`src/rtl/lsu_pkg.sv`:
```
// lsu_pkg: shared types and helpers for the load/store unit.
//   lsu_state_t   FSM state encoding (IDLE, WAIT, DONE)
//   F3_*          funct3 access size/sign codes
//   TIMEOUT_DEF   default WAIT cycles allowed before a memory access aborts
//   lsu_illegal   misaligned / unsupported access detection
//   lsu_store_be  byte enables for a store
//   lsu_store_wd  lane-replicated store data
package lsu_pkg;

  typedef enum logic [1:0] {
    ST_IDLE = 2'd0,
    ST_WAIT = 2'd1,
    ST_DONE = 2'd2
  } lsu_state_t;

  localparam logic [2:0] F3_B  = 3'b000;
  localparam logic [2:0] F3_H  = 3'b001;
  localparam logic [2:0] F3_W  = 3'b010;
  localparam logic [2:0] F3_BU = 3'b100;
  localparam logic [2:0] F3_HU = 3'b101;

  localparam int TIMEOUT_DEF = 16;

  function automatic logic lsu_illegal(input logic [2:0] f3, input logic [1:0] off,
                                       input logic rd, input logic wr);
    logic bad;
    bad = rd & wr;
    case (f3)
      F3_B, F3_BU: bad = bad;
      F3_H, F3_HU: bad = bad | off[0];
      F3_W:        bad = bad | (|off);
      default:     bad = 1'b1;
    endcase
    return bad;
  endfunction

  // Size comes from funct3[1:0]; the sign bit is meaningless for stores.
  function automatic logic [3:0] lsu_store_be(input logic [2:0] f3, input logic [1:0] off);
    case (f3[1:0])
      2'b00:   return 4'b0001 << off;
      2'b01:   return 4'b0011 << off;
      default: return 4'b1111;
    endcase
  endfunction

  function automatic logic [31:0] lsu_store_wd(input logic [2:0] f3, input logic [31:0] wd);
    case (f3[1:0])
      2'b00:   return {4{wd[7:0]}};
      2'b01:   return {2{wd[15:0]}};
      default: return wd;
    endcase
  endfunction

endpackage

```
`src/rtl/load_align.sv`:
```
// load_align: picks the addressed byte/half out of a memory word and extends it.
//   word    in  32  raw memory read data
//   offset  in  2   byte offset within the word
//   funct3  in  3   access size/sign
//   data    out 32  formatted load result
module load_align
  import lsu_pkg::*;
(
  input  logic [31:0] word,
  input  logic [1:0]  offset,
  input  logic [2:0]  funct3,
  output logic [31:0] data
);

  logic [7:0]  byte_sel;
  logic [15:0] half_sel;

  assign byte_sel = word[{offset, 3'b000} +: 8];
  assign half_sel = offset[1] ? word[31:16] : word[15:0];

  always_comb begin
    data = word;
    case (funct3)
      F3_B:    data = {{24{byte_sel[7]}}, byte_sel};
      F3_H:    data = {{16{half_sel[15]}}, half_sel};
      F3_BU:   data = {24'd0, byte_sel};
      F3_HU:   data = {16'd0, half_sel};
      default: data = word;
    endcase
  end

endmodule

```
`src/rtl/load_store_unit.sv`:
```
// load_store_unit: MEM-stage data memory interface with a three-state handshake FSM.
//   clk, rst_n               clock, async active-low reset
//   valid_in, MemRead_in,
//   MemWrite_in, funct3_in,
//   addr_in, wdata_in        access from the EX/MEM register
//   mem_req, mem_we, mem_addr,
//   mem_be, mem_wdata        registered memory request, held stable during WAIT
//   mem_rdata, mem_ack       memory response (only observed in WAIT)
//   stall                    freezes upstream pipeline while an access is in flight
//   rdata_out                formatted load data, held between load completions
//   access_err               one-cycle pulse on illegal or timed-out access
module load_store_unit
  import lsu_pkg::*;
#(
  parameter int TIMEOUT = TIMEOUT_DEF
) (
  input  logic        clk,
  input  logic        rst_n,
  input  logic        valid_in,
  input  logic        MemRead_in,
  input  logic        MemWrite_in,
  input  logic [2:0]  funct3_in,
  input  logic [31:0] addr_in,
  input  logic [31:0] wdata_in,
  output logic        mem_req,
  output logic        mem_we,
  output logic [7:0]  mem_addr,
  output logic [3:0]  mem_be,
  output logic [31:0] mem_wdata,
  input  logic [31:0] mem_rdata,
  input  logic        mem_ack,
  output logic        stall,
  output logic [31:0] rdata_out,
  output logic        access_err
);

  localparam int CW = $clog2(TIMEOUT) + 1;

  lsu_state_t  state;
  logic [CW-1:0] cnt;
  logic [1:0]  off_q;
  logic [2:0]  f3_q;
  logic [31:0] ld_data;
  logic        access, illegal, legal;

  assign access  = valid_in & (MemRead_in | MemWrite_in);
  assign illegal = access & lsu_illegal(funct3_in, addr_in[1:0], MemRead_in, MemWrite_in);
  assign legal   = access & ~illegal;

  // Stall is combinational so the accepting IDLE cycle already freezes the pipe.
  assign stall = ((state == ST_IDLE) & legal) | (state == ST_WAIT);

  load_align u_align (
    .word   (mem_rdata),
    .offset (off_q),
    .funct3 (f3_q),
    .data   (ld_data)
  );

  always_ff @(posedge clk or negedge rst_n) begin
    if (!rst_n) begin
      state      <= ST_IDLE;
      cnt        <= '0;
      off_q      <= '0;
      f3_q       <= '0;
      mem_req    <= 1'b0;
      mem_we     <= 1'b0;
      mem_addr   <= '0;
      mem_be     <= '0;
      mem_wdata  <= '0;
      rdata_out  <= '0;
      access_err <= 1'b0;
    end else begin
      access_err <= 1'b0;
      unique case (state)
        ST_IDLE: begin
          if (illegal) begin
            access_err <= 1'b1;
          end else if (legal) begin
            state     <= ST_WAIT;
            cnt       <= '0;
            off_q     <= addr_in[1:0];
            f3_q      <= funct3_in;
            mem_req   <= 1'b1;
            mem_we    <= MemWrite_in;
            mem_addr  <= {addr_in[7:2], 2'b00};
            mem_be    <= MemWrite_in ? lsu_store_be(funct3_in, addr_in[1:0]) : 4'b1111;
            mem_wdata <= MemWrite_in ? lsu_store_wd(funct3_in, wdata_in) : 32'd0;
          end
        end
        ST_WAIT: begin
          // mem_we still holds the access direction here; it is cleared with mem_req.
          if (mem_ack) begin
            mem_req <= 1'b0;
            mem_we  <= 1'b0;
            if (!mem_we) rdata_out <= ld_data;
            state   <= ST_DONE;
          end else if (cnt == CW'(TIMEOUT - 1)) begin
            mem_req    <= 1'b0;
            mem_we     <= 1'b0;
            access_err <= 1'b1;
            if (!mem_we) rdata_out <= '0;
            state      <= ST_DONE;
          end else begin
            cnt <= cnt + CW'(1);
          end
        end
        ST_DONE: begin
          cnt   <= '0;
          state <= ST_IDLE;
        end
        default: state <= ST_IDLE;
      endcase
    end
  end

endmodule

```
`config.mk`:
```
export PLATFORM = sky130hd
export DESIGN_NAME = load_store_unit
export DESIGN_NICKNAME = d
export VERILOG_FILES = /design/src/rtl/lsu_pkg.sv /design/src/rtl/load_align.sv /design/src/rtl/load_store_unit.sv
export SDC_FILE = /design/constraint.sdc
export NUM_CORES = 1
export LEC_CHECK = 0
export ABC_CLOCK_PERIOD_IN_PS = 2690
export CORE_MARGIN = 4
export CORE_UTILIZATION = 30
export CTS_CLUSTER_SIZE = 16
export DETAILED_ROUTE_END_ITERATION = 7
export PLACE_DENSITY = 0.69
export SLEW_MARGIN = 40
export SYNTH_ARGS = -nofsm -noshare
export SYNTH_HDL_FRONTEND = slang
export SYNTH_SLANG_ARGS = --single-unit
```
`constraint.sdc`:
```
create_clock -name clk -period 2.69 [get_ports clk]
set_input_delay 0.269 -clock clk [delete_from_list [all_inputs] [get_ports clk]]
set_output_delay 0.269 -clock clk [all_outputs]
set_load 0.02 [all_outputs]
```
======== Word level (Yosys, flattened, before mapping) ========
Index checks and enable logic that the tools add are counted.
cells by class
  add/subtract/negate cells ............... 1
  multipliers ............................. 0
  div/mod/pow operators ................... 0
  $lt $le $gt $ge ......................... 0
  equal/unequal tests ..................... 18
  shift-type cells ........................ 3
  mux-type cells .......................... 33
  bitwise logic cells ..................... 10
  reductions and logical operators ........ 15
operator list
  cell                 number
  $mux 32              5
  $pmux 32 s4          1
  $pmux 32 s2          1
  $shiftx 32x6->8      1
  $mux 5               4
  $mux 16              1
  $pmux 5 s3           1
  $eq 3x3->1 const B   4
  $ne 2x2->1 const B   6
  $mux 1               9
  $mux 2               4
  $pmux 4 s2           1
  $reduce_and 4->1     2
  $eq 3x1->1 const B   2
  $logic_not 3->1      2
  $pmux 1 s2           3
  $reduce_and 3->1     2
  $reduce_or 2->1      3
  $add 5x1->5 const B  1
  $and 1x1->1          5
  $eq 5x4->1 const B   1
  $reduce_and 5->1     1
  $eq 2x1->1 const B   2
  $logic_not 2->1      2
  other kinds (12)     16
word-level totals
  register bits ........................... 89
  latch bits .............................. 0
  bits in writable memories ............... 0
  memory bits (read-only) ................. 0
  input port bits ......................... 105
  output and inout bits ................... 80
  logic and storage cells ................. 91
  memories kept ........................... 0

======== Depth between registers and ports, before layout ========
  word-level depth ........................ 9
  depth in mapped cells ................... 9
  mapped depth without buffers ............ 7

======== By module ========
Synthesis repeated with hierarchy kept, for this count alone.
second synthesis, totals
  cells, all modules ...................... 485
  area total of the unflattened synthesis .. 4732.0 um^2
by module, submodules not included
  module           instances  cells each  area an instance (um^2)
  load_store_unit  1          367         3971.3
  load_align       1          118         760.7

======== Least setup slack after synthesis ========
No wires, ideal clock.
  path type ............................... reg2reg
  start point ............................. reg cnt[0]
  end point ............................... reg rdata_out[27]
  arrival ................................. 1.824 ns
  data required time ...................... 2.563 ns
  setup slack ............................. 0.740 ns
  cell stages (with the launch flop) ...... 9
  clock period less this slack ............ 1.950 ns
  cells stage by stage .................... dfrtp_1 ha_1 and3_1 ha_1 nor2_1 or3_1 clkbuf_1 clkbuf_1 a221o_2
on the way
  word-level cells in the longest chain between the ends .. 3
RTL lines
  what                                                       line                    RTL
  start, declared                                            load_store_unit.sv:40   logic [CW-1:0] cnt;
  start signal, assigned                                     load_store_unit.sv:105  cnt <= cnt + CW'(1);
  $eq 5x4->1 (*)                                             load_store_unit.sv:98   end else if (cnt == CW'(TIMEOUT - 1)) begin
  $ne 2x2->1 (no line) or $reduce_bool 2->1 (tied branches)  --
  $reduce_and 4->1 (no line) (*)                             --
  end signal, assigned                                       load_store_unit.sv:96   if (!mem_we) rdata_out <= ld_data;
  end, declared                                              load_store_unit.sv:33   output logic [31:0] rdata_out,
Mark *: on every way between the ends. The rest lies on a longest branch, timed or not.
A chain may end at the register's enable or synchronous reset.

======== Worst setup path after layout ========
  start point ............................. in funct3_in[0]
  end point ............................... out stall
on the way
  word-level cells in the longest chain between the ends .. 8
RTL lines
  what                                      line                   RTL
  start, declared                           load_store_unit.sv:22  input logic [2:0] funct3_in,
  $eq 3x1->1, or another cell as far along  lsu_pkg.sv:28          case (f3)
  $reduce_or 2->1                           lsu_pkg.sv:28
  $pmux 1 s3 (*)                            lsu_pkg.sv:28
  $and 1x1->1 (*)                           load_store_unit.sv:47  assign illegal = access & lsu_illegal(funct3_in, addr_in[1:0], MemRead_in, MemWrite_in);
  $not 1->1 (no line) (*)                   --
  $and 1x1->1 (*)                           load_store_unit.sv:48  assign legal = access & ~illegal;
  $and 1x1->1 (*)                           load_store_unit.sv:51  assign stall = ((state == ST_IDLE) & legal) | (state == ST_WAIT);
  $or 1x1->1 (*)                            load_store_unit.sv:51
  end, declared                             load_store_unit.sv:32  output logic stall,
Marks and branches as above.

==> flow_summary.ini <==
[setup_path]
crit_fanout = 6
path_buf_inv = 3
arrival_ns = 2.12
crit_top_cell = clkdlybuf4s50_1
r2r_slack_ns = 0.53
rr_startpoint = cnt[0]$_DFFE_PN0P_
r2r_cells = 7
rr_endpoint = cnt[4]$_DFFE_PN0P_
crit_path_end_kind = primary output
crit_type = input port to primary output
cp_slowest_stage_delay_ns = 0.60
crit_family = buffers and inverters
worstPathRequired_ns = 2.42
slowest_stage = clkdlybuf4s50_1
start_kind = input port
crit_chain = clkdlybuf4s50_1, nor4_2, buf_4, o2111ai_4, nand2_1, clkdlybuf4s50_1

[timing]
hold_violations = 0
finClkSkew_ns = 0.01286
max_slew_margin_pct = 53.99
fin_tns_setup_ns = 0
setup_viol = 0
rsz0062_at_grt = false
fmax_mhz = 418.4
min_period_ns = 2.390
drv_slew = 0
timing.hold.ws_ns = 0.4375
min_period_over_period_pct = 88.85
worst_pin_slew_ns = 0.6848

[cts]
cts_root_buf = clkbuf_16
clkLatencyLatePin_ns = 0.35
cts.sinks = 89
cts_max_path_buffers = 2
cts_tree = done
cts_setup_buffers = 0
post_cts_resized = 0
htreeDepth = 3
cts_buffers = 9
path_clk_slew_ns = 0.07

[synthesis]
synth_cell_types = 45
netlist_top_cells_area = dfrtp_1, nand2_1, mux2i_1
synth_cells = 423
syn_area_um2 = 4372
ys_async_sr_fraction_pct = 100.0
synth_top_area_cell = dfrtp_1
ys_seq_elements = 89
ys_seq_area_share_pct = 50.94
synth-edff-count = 0
synth.avg_cell_area_um2 = 10.33
synth-main-ff-cell = dfrtp_1
yosys.area.top_type_share_pct = 50.94
yosys_warnings = 0

[final_layout]
finalNetCount = 684
area_delta_synth_final_pct = 49.63
num_antenna_cells = 0
drive_above_1_share_pct = 11.34

[drt]
antenna_left = 0
drt_wl_total_mm = 13.83
routedWlPerCell_um = 18.15
drt_iter0_drc = 219
drcViolationCount = 0
routed_via_density = 5.084
num_vias = 3874
first_pass_iters = 4

[floorplan]
dieHeight_um = 128.7
pin_count = 185
die-area_um2 = 16570
coreArea_um2 = 14100
rows = 43
start_util_pct = 31.01
die_w_um = 128.7

[global_routing]
grt_pass1_vias = 4097
grt_antenna_before_repair = 0
grt_max_degree = 89
grt_pass1_wl_mm = 22.26
gr-total-overflow = 0
grt_use_total_pct = 17.03

[flow_run]
cap_viol_max_count = 0

[placed_design]
port_buffers = 158
gp_congestion = 0.8690
dp_hpwl_mm = 10.32

[pwr]
p_leak_uw = 0.002833
power_density_nw_per_um2 = 933.5
peakVddDrop_uv = 400.1

[status]
status = complete, no violations

[min_path]
min_path_type = input port to async pin
==> where the power goes <==
part / switching [µW] / leakage (µW) / total (µW) / internal, µW
clock network: 567 / 0.000172 / 1490 / 920
registers: 346 / 0.00114 / 2130 / 1790
logic: 1230 / 0.00152 / 2490 / 1260
total: 2140 / 0.00283 / 6110 / 3960
==> registers in the layout, indices dropped and copies added, names as in the netlist <==
register and count:
off_q 2, mem_req 1, mem_wdata 32, access_err 1, state 2, rdata_out 32
f3_q 3, cnt 5, mem_addr 6, mem_we 1, mem_be 4
==> logic make-up (layout without fill, tap and decap cells) <==
family	after synthesis	after routing	synth area share, %
buffers and inverters	48	206	4.722
adders and majority gates	3	3	0.8013
DFF	89	89	50.94
other	1	2	0.08578
muxes	46	46	11.39
xor gates and xnor gates	1	1	0.2004
AOI/OAI and AO/OA	128	128	21.41
and+or+nand+nor	107	107	10.45
==> how the worst max path moves through the flow <==
stage / startpoint / endpoint / slack, ns / cells after the start
after detailed placement: funct3_in[0] / stall / 0.28 / 6
after floorplan: cnt[0]$_DFFE_PN0P_ / rdata_out[27]$_DFFE_PN0P_ / 0.74 / 8
after global placement: funct3_in[0] / stall / 0.29 / 6
after CTS: funct3_in[0] / stall / 0.27 / 5
final: funct3_in[0] / stall / 0.30 / 6
after global routing: state[0]$_DFFE_PN0P_ / stall / 0.17 / 4
==> final cells by class <==
class                           instances  area, µm²
Fill cell                            1338       7555
Sequential cell                        89       2227
Multi-Input combinational cell        287       1953
Timing Repair Buffer                  174       1727
Clock buffer                            9      225.2
Tap cell                              180      225.2
Clock inverter                          7      123.9
Inverter                               16      60.06
==> cells in the mapped netlist (8+ instances only) <==
cell      number
clkbuf_1      17
inv_1         14
dfrtp_1       89
o21ai_0       30
mux2_1         9
o22ai_1        8
o31ai_1       23
a221o_2       16
o211ai_1      10
buf_2          9
nand2_1       73
nor2_1        15
mux2i_1       25
a21oi_1       20
a22o_1         9
mux2_2        11
==> metrics by stage <==
stage / instance area, µm² / utilization (%) / cells / power [µW] / worst slack (ns)
floorplan: 4375 / - / 424 / 3369 / 0.7395
global placement: 6175 / 43.80 / 744 / 4599 / 0.2874
detailed placement: 6182 / 43.86 / 745 / 4655 / 0.2790
CTS: 6541 / 46.41 / 762 / 6182 / 0.2690
global route: 6541 / 46.41 / 762 / 6443 / 0.1711
finish: 6541 / 46.41 / 762 / 6106 / 0.3000
==> routing by layer <==
layer | vias up | global-route usage [%] | share of wire [%]
met1 | 1861 | 21.16 | 42
li1 | 1833 | - | -
met4 | 0 | 6.115 | 1.7
met2 | 164 | 27.59 | 47
met5 | - | 0 | 0
met3 | 16 | 5.853 | 9.2
==> cell usage in the layout, fill, tap and decap left out, types with 8 or more instances in the layout <==
cell type	netlist	final
a21oi_1	20	20
a221o_2	16	16
a22o_1	9	9
buf_4	2	14
clkbuf_16	0	9
clkdlybuf4s50_1	0	157
dfrtp_1	89	89
inv_1	14	14
mux2_1	9	9
mux2_2	11	11
mux2i_1	25	25
nand2_1	73	73
nor2_1	15	15
o211ai_1	10	10
o21ai_0	30	30
o22ai_1	8	8
o31ai_1	23	23
==> repair_timing <==
action,in CTS,in global routing
setup endpoints to repair,0,0
hold buffers,1,0
endpoints found under the hold margin,40,0
No activity file was read; power rests on OpenSTA's default activity.
